`config.mk`:
```
export PLATFORM = sky130hd
export DESIGN_NAME = dec_sel_counter
export DESIGN_NICKNAME = d
export VERILOG_FILES = /design/src/rtl/dec_sel_counter_pkg.sv /design/src/rtl/dec_sel_lane.sv /design/src/rtl/dec_sel_counter.sv
export SDC_FILE = /design/constraint.sdc
export NUM_CORES = 1
export LEC_CHECK = 0
export ABC_AREA = 1
export CAP_MARGIN = 20
export CELL_PAD_IN_SITES_DETAIL_PLACEMENT = 0
export CELL_PAD_IN_SITES_GLOBAL_PLACEMENT = 1
export CORE_MARGIN = 1.5
export CORE_UTILIZATION = 34
export DETAILED_ROUTE_END_ITERATION = 12
export GPL_ROUTABILITY_DRIVEN = 0
export PLACE_DENSITY_LB_ADDON = 0.1
export SLEW_MARGIN = 20
export SYNTH_ARGS = -nofsm -noshare
export SYNTH_HDL_FRONTEND = slang
export SYNTH_SLANG_ARGS = --single-unit
```
`constraint.sdc`:
```
create_clock -name clk -period 2 [get_ports clk]
set_input_delay 0.4 -clock clk [delete_from_list [all_inputs] [get_ports clk]]
set_output_delay 0.4 -clock clk [all_outputs]
set_load 0.03 [all_outputs]
```
`src/rtl/dec_sel_counter_pkg.sv`:
```
// Shared types and defaults for the selectable-lane down counter.
package dec_sel_counter_pkg;

  typedef enum logic [1:0] {
    ST_IDLE = 2'd0,
    ST_RUN  = 2'd1,
    ST_HOLD = 2'd2
  } state_e;

  localparam int unsigned DEF_WIDTH       = 4;
  localparam int unsigned DEF_OUT_W       = 2;
  localparam int unsigned DEF_AUTO_RELOAD = 0;

endpackage

```
`src/rtl/dec_sel_lane.sv`:
```
// Decrement, borrow and lane select for the down counter.
module dec_sel_lane
  import dec_sel_counter_pkg::*;
#(
  parameter int unsigned WIDTH = DEF_WIDTH,
  parameter int unsigned OUT_W = DEF_OUT_W
) (
  input  logic [WIDTH-1:0] cnt_i,
  input  logic             sel_i,
  output logic [WIDTH:0]   z_o,
  output logic [OUT_W-1:0] lane_o
);

  logic [WIDTH-1:0] dec;
  logic             brw;

  assign dec = cnt_i - WIDTH'(1);
  assign brw = (cnt_i == '0);
  assign z_o = {~brw, dec};

  // low lane passes through, high lane is inverted
  assign lane_o = sel_i ? z_o[OUT_W-1:0]
                        : ~z_o[2*OUT_W-1:OUT_W];

endmodule

```
`src/rtl/dec_sel_counter.sv`:
```
// Loadable down counter with done pulse, optional auto-reload and lane output.
module dec_sel_counter
  import dec_sel_counter_pkg::*;
#(
  parameter int unsigned WIDTH       = DEF_WIDTH,
  parameter int unsigned OUT_W       = DEF_OUT_W,
  parameter int unsigned AUTO_RELOAD = DEF_AUTO_RELOAD
) (
  input  logic             clk,
  input  logic             rst,
  input  logic             ld_valid,
  input  logic [WIDTH-1:0] ld_val,
  output logic             ld_ready,
  input  logic             en,
  input  logic             sel,
  output logic [WIDTH-1:0] count,
  output logic [OUT_W-1:0] out,
  output logic             zero,
  output logic             done
);

  state_e           state_q, state_d;
  logic [WIDTH-1:0] count_q, count_d;
  logic [WIDTH-1:0] reload_q, reload_d;
  logic [OUT_W-1:0] out_q;
  logic             zero_q;
  logic             done_q, done_d;
  logic             ready_q;

  logic [WIDTH:0]   lane_z;
  logic [OUT_W-1:0] lane_out;
  logic [WIDTH-1:0] dec;
  logic             brw;
  logic             load;
  logic             ld_zero;

  dec_sel_lane #(
    .WIDTH (WIDTH),
    .OUT_W (OUT_W)
  ) u_lane (
    .cnt_i  (count_q),
    .sel_i  (sel),
    .z_o    (lane_z),
    .lane_o (lane_out)
  );

  assign dec     = lane_z[WIDTH-1:0];
  assign brw     = ~lane_z[WIDTH];
  assign load    = ld_valid & ready_q;
  assign ld_zero = (ld_val == '0);

  always_comb begin
    state_d  = state_q;
    count_d  = count_q;
    reload_d = reload_q;
    done_d   = 1'b0;
    if (load) begin
      count_d  = ld_val;
      reload_d = ld_val;
      done_d   = ld_zero;
      state_d  = ld_zero ? ST_IDLE : ST_RUN;
    end else begin
      unique case (state_q)
        ST_IDLE: begin
          state_d = ST_IDLE;
        end
        ST_RUN: begin
          // a zero count leaves RUN; it is never decremented
          if (brw) begin
            state_d = (AUTO_RELOAD != 0) ? ST_HOLD
                                         : ST_IDLE;
          end else if (en) begin
            count_d = dec;
            done_d  = (count_q == WIDTH'(1));
          end
        end
        ST_HOLD: begin
          count_d = reload_q;
          state_d = ST_RUN;
        end
        default: begin
          state_d = ST_IDLE;
        end
      endcase
    end
  end

  always_ff @(posedge clk) begin
    if (rst) begin
      state_q  <= ST_IDLE;
      count_q  <= '0;
      reload_q <= '0;
      out_q    <= '0;
      zero_q   <= 1'b1;
      done_q   <= 1'b0;
      ready_q  <= 1'b1;
    end else begin
      state_q  <= state_d;
      count_q  <= count_d;
      reload_q <= reload_d;
      out_q    <= lane_out;
      zero_q   <= (count_d == '0);
      done_q   <= done_d;
      ready_q  <= (state_d != ST_RUN);
    end
  end

  assign ld_ready = ready_q;
  assign count    = count_q;
  assign out      = out_q;
  assign zero     = zero_q;
  assign done     = done_q;

endmodule

```
# After elaboration in Yosys (flattened, before gate mapping)
# Index checks and enable logic that the tools add are counted.
word_totals:
  reg_bits: 15
  input_bits: 9
  output_inout_bits: 9
  word_cells: 30
op_classes:
  add_sub_neg: 1
  eq_ne: 4
  mux: 13
  n_bitwise: 2
  n_reduce_logical: 3
ops:
  columns: ["cell", "n"]
  rows:
  - ["zero test 4 bit", 3]
  - ["two-way mux 4 bit", 3]
  - ["case mux 4 bit (2 select lines)", 1]
  - ["two-way mux 2 bit", 3]
  - ["two-way mux 1 bit", 5]
  - ["equality test 4 x 1 -> 1 bit, second input constant", 1]
  - ["case mux 2 bit (2 select lines)", 1]
  - ["subtractor 4 x 1 -> 4 bit, second input constant", 1]
  - ["equality test 2 x 1 -> 1 bit, second input constant", 1]
  - ["equality test 2 bit, second input constant", 1]
  - ["inequality test 2 x 1 -> 1 bit, second input constant", 1]
  - ["inverter 2 bit", 1]
  - ["AND 1 bit", 1]

# Longest topological paths before layout
depth:
  word_depth: 6
  depth_mapped: 12
  ltp_nobuf: 12

# Hierarchy
# Synthesis repeated with hierarchy kept, for this count alone.
unflattened:
  cells_unflattened: 131
  hier_area_um2: 853.3
modules_own_cells:
  columns: ["module", "n_inst", "cells_per_inst", "area_each_um2", "seq_area_each_um2"]
  rows:
  - ["dec_sel_counter", 1, 111, 752.0, 300.3]
  - ["dec_sel_lane", 1, 20, 101.3, 0.0]

# Worst setup path after synthesis
# Ideal clock, no wire load.
synth_path:
  path_kind: "reg-to-reg"
  startpoint: "register count_q[0], in the netlist count[0]"
  endpoint: "register zero_q, in the netlist zero"
  setup_time_ns: 0.113
  t_arrival_ns: 1.524
  required_time_ns: 1.887
  setup_slack_ns: 0.363
  path_stages_with_launch: 13
  n_path_buf: 0
  period_less_slack_ns: 1.637
  cell_sequence: "dfxtp_1 inv_2 ha_1 nand2_1 o21ai_0 nand2_1 nand3_1 nand2_1 nand2_1 nand2_1 nand2_1 nand3_1 nand2_1"
synth_between:
  elab_chain_len: 6
  word_cells_on_any_way: 7
  cone_classes: "1 x add/sub; 4 x mux; 2 x reduce/logical"
synth_lines:
  columns: ["element", "line_no", "text"]
  rows:
  - ["start, declared", "dec_sel_counter.sv:23", "logic [WIDTH-1:0] count_q, count_d;"]
  - ["start signal, assigned", "dec_sel_counter.sv:99", "count_q <= count_d;"]
  - ["subtractor 4 x 1 -> 4 bit", "dec_sel_lane.sv:17", "assign dec = cnt_i - WIDTH'(1);"]
  - ["two-way mux 4 bit", "dec_sel_counter.sv:72", "end else if (en) begin"]
  - ["two-way mux 4 bit", "dec_sel_counter.sv:69", "if (brw) begin"]
  - ["case mux 4 bit (2 select lines) *", "dec_sel_counter.sv:63", "unique case (state_q)"]
  - ["two-way mux 4 bit *", "dec_sel_counter.sv:57", "if (load) begin"]
  - ["zero test 4 bit *", "dec_sel_counter.sv:102", "zero_q <= (count_d == '0);"]
  - ["end signal, assigned", "dec_sel_counter.sv:102", null]
  - ["end, declared", "dec_sel_counter.sv:26", "logic zero_q;"]
# Mark *: on every way between the ends. The rest lies on a longest branch, timed or not.
# A chain may end at the register's enable or synchronous reset.

# Worst setup path in the final report
layout_path:
  startpoint: "register count_q[2], in the netlist count[2]"
  endpoint: "output count[2]"
layout_lines:
  columns: ["element", "line_no", "text"]
  rows:
  - ["end, declared", "dec_sel_counter.sv:16", "output logic [WIDTH-1:0] count,"]
# No word-level cell between the ends.

==> results.md <==
* Setup crit end kind: output port
* Status: finished, final reports clean
* Diodes inserted at 0
* Hold slack at between 400 and 500 ps
* Antenna Violating Nets Remaining at 0
* CP peak stage delay at 720 ps
* CTS max path bufs at 2
* Yosys top cell by area: dfxtp_1
* Mapped Cells at 123
* Mapped Area at 858 um^2
* Synth warn at 0
* DP Wirelength at 1.56 mm
* Drt first-iter violations at 13
* Clk Latency, worst-skew pair at 280 ps
* WS Path Type: reg -> out
* Post-synth EDFFs at 0
* Most common cell in the synthesized netlist: nand2_1
* Port bufs at 17
* Core area at 0.00243 mm^2
* Critical path's top delay family: buffers and inverters
* Clk pwr share at 24.2%
* Total Routing Usage GR at about 17%
* Main flop type after synthesis: dfxtp_1
* H-tree depth at 1
* Post-DP Area at 0.00104 mm^2
* Vias at roughly 810
* Clock skew at 6.96 ps
* Vias in the first global route at 827
* Sequential share of the synthesized area at roughly a third
* F_max at 541 MHz
* Hold_buf cts at 0
* Worst EP required at 1600 ps
* Endpoints failing setup at 0
* DR pass1 iterations at 4
* Filler cell count at 275
* Detailed-route DRC error count at 0
* Final cell count without fillers at ~170
* Placed Instances at 167
* NetSw at 238 uW
* Final nets at 155
* Root buf cell: clkbuf_4
* Starting Density at 35.3%
* Initial antenna violation count at 0
* Final hold viol count at 0
* Pwr dens at 682 mW/mm^2
* Post-CTS Resized at 0
* Mean post-synth cell area at between 6 and 7 um^2
* Row cnt at 18
* CP Buf/Inv Count at 1
* Clk slew on worst S/H paths at 100 ps
* Slew @ Worst Pin at 572 ps
* TNS Setup at 0 ps
* DR vias/cell at 4.73
* Comb pwr share at 29.5%
* Area growth from synthesis to layout at 23.8%
* Number of distinct library cells after synthesis at 24
* RSZ-0062 raised after global routing: no
* Die area at 0.00284 mm^2
* Remaining Overflow, GRT at 0
* Final WL at 1.98 mm
* Die width at 53.2 um
* Largest net degree at the start of global routing at 15
* Worst vdd ir at around 0.29 mV
* Critical path data arrival time at around 1500 ps
* Wire per inst at roughly 12 um
* Fraction of layout cells with a size suffix above 1 at 10.6%
* Seq pwr share at 46.3%
* Flops & latches, synth at 15
* Setup Buffers After CTS at 0
* P_int at 487 uW
* Asr flop ratio synth at 0%
* Slew headroom at between 60% and 70%
* CP Launch Type: flop
* CP max-delay cell: clkdlybuf4s50_1
* Synth cell count leaders: 34 x nand2_1, 15 x a21oi_1, 15 x dfxtp_1
* Final Critical Period at 1850 ps
* Leak pwr at slightly below 0.0005 uW
* CTS buffer count at 3
* Die Y at 53.2 um
* First-pass GRT wire length at 3.47 mm
* Yosys top cell area share at 35.0%
* Pins Over Slew Limit at 0
* Syn Nets at 136
* MaxCap Viol Count at 0
* Final instance area at between 0.001 and 0.0015 mm^2
* Sw Share at 32.8%
* I/O pins at 18
* # clock sinks at 15
* Area contributors post-synth: dfxtp_1 35%, nand2_1 15%, a21oi_1 8.7%
* CTS tree: done
* CP Max Fanout at 6
* Min-Delay Path Class: reg -> reg
* Final worst-path cycle share at 92.4%
* Cell breakdown of the critical path: clkdlybuf4s50_1
[state kept, by name (all words and copies together), names as in the netlist]
signal    flops
state_q       2
zero          1
reload_q      4
ld_ready      1
out           2
count         4
done          1
[stage by stage]
step	util [%]	worst slack (ps)	total power, uW
after global routing	43.7	97.5	781
final	43.7	152	725
after detailed placement	42.6	208	558
after CTS	43.7	141	737
after global placement	42.6	189	559
after floorplan	-	363	487
[final timing paths]
| check | from | slack, ps | end | depth (start not counted) |
|---|---|---|---|---|
| setup / recovery | count[2]$_SDFF_PP0_ | 150 | count[2] | 1 |
| setup reg to reg | count[0]$_SDFF_PP0_ | 360 | zero$_SDFF_PP1_ | 12 |
| hold reg to reg | reload_q[0]$_SDFFE_PP0P_ | 480 | reload_q[0]$_SDFFE_PP0P_ | 2 |
| hold / removal | reload_q[0]$_SDFFE_PP0P_ | 480 | reload_q[0]$_SDFFE_PP0P_ | 2 |
[layout make-up]
class / instances / area, um^2 / area share (%)
multi-input cells: 90 / 458 / 43.1
flip-flops and latches: 15 / 300 / 28.3
repair buffers: 17 / 170 / 16.0
inverters: 15 / 70.1 / 6.60
well taps: 30 / 37.5 / 3.53
clock buffers: 4 / 26.3 / 2.47
[power groups by stage]
stage	logic, uW	clock network (uW)	registers [uW]
floorplan	119	0	369
global placement	217	0	342
detailed placement	215	0	343
CTS	216	185	336
global route	243	199	339
finish	214	176	335
[layout by cell type, fill, tap and decap left out, drive strengths merged]
master         instances
nand4                  1
inv                   14
o21bai                 1
and2                   2
clkbuf                 4
ha                     4
dfxtp                 15
nor3                   3
nand3                  8
o21ai                  4
clkdlybuf4s50         17
bufinv                 1
nor2                  13
nand2                 37
a21boi                 1
a21oi                 15
nor4                   1
[metal layers]
metal | vias to the layer above | track usage [%] | wire length, um
li1 | 428 | - | -
met5 | - | 0 | 0
met1 | 362 | 20.7 | 969
met2 | 16 | 28.6 | 922
met4 | 0 | 5.98 | 13
met3 | 2 | 3.67 | 71
[worst register-to-register path: stages, from the launching register on]
cell and delay, ps:
dfxtp_1 430, inv_2 100, ha_1 320, nand2_1 70
o21ai_0 90, nand2_1 80, nand3_1 70, nand2_1 60
nand2_1 40, nand2_1 50, nand2_1 80, nand3_1 90
nand2_1 40
[kinds of logic (layout without fill, tap and decap cells)]
logic type	count (synthesis)	after routing	synth area share, %
and+or+nand+nor	65	65	34.3
AOI/OAI and AO/OA	21	21	13.3
buffers and inverters	18	36	11.7
DFF	15	15	35.0
adders and majority gates	4	4	5.83
Note: power is estimated with default switching activity, not from simulation.
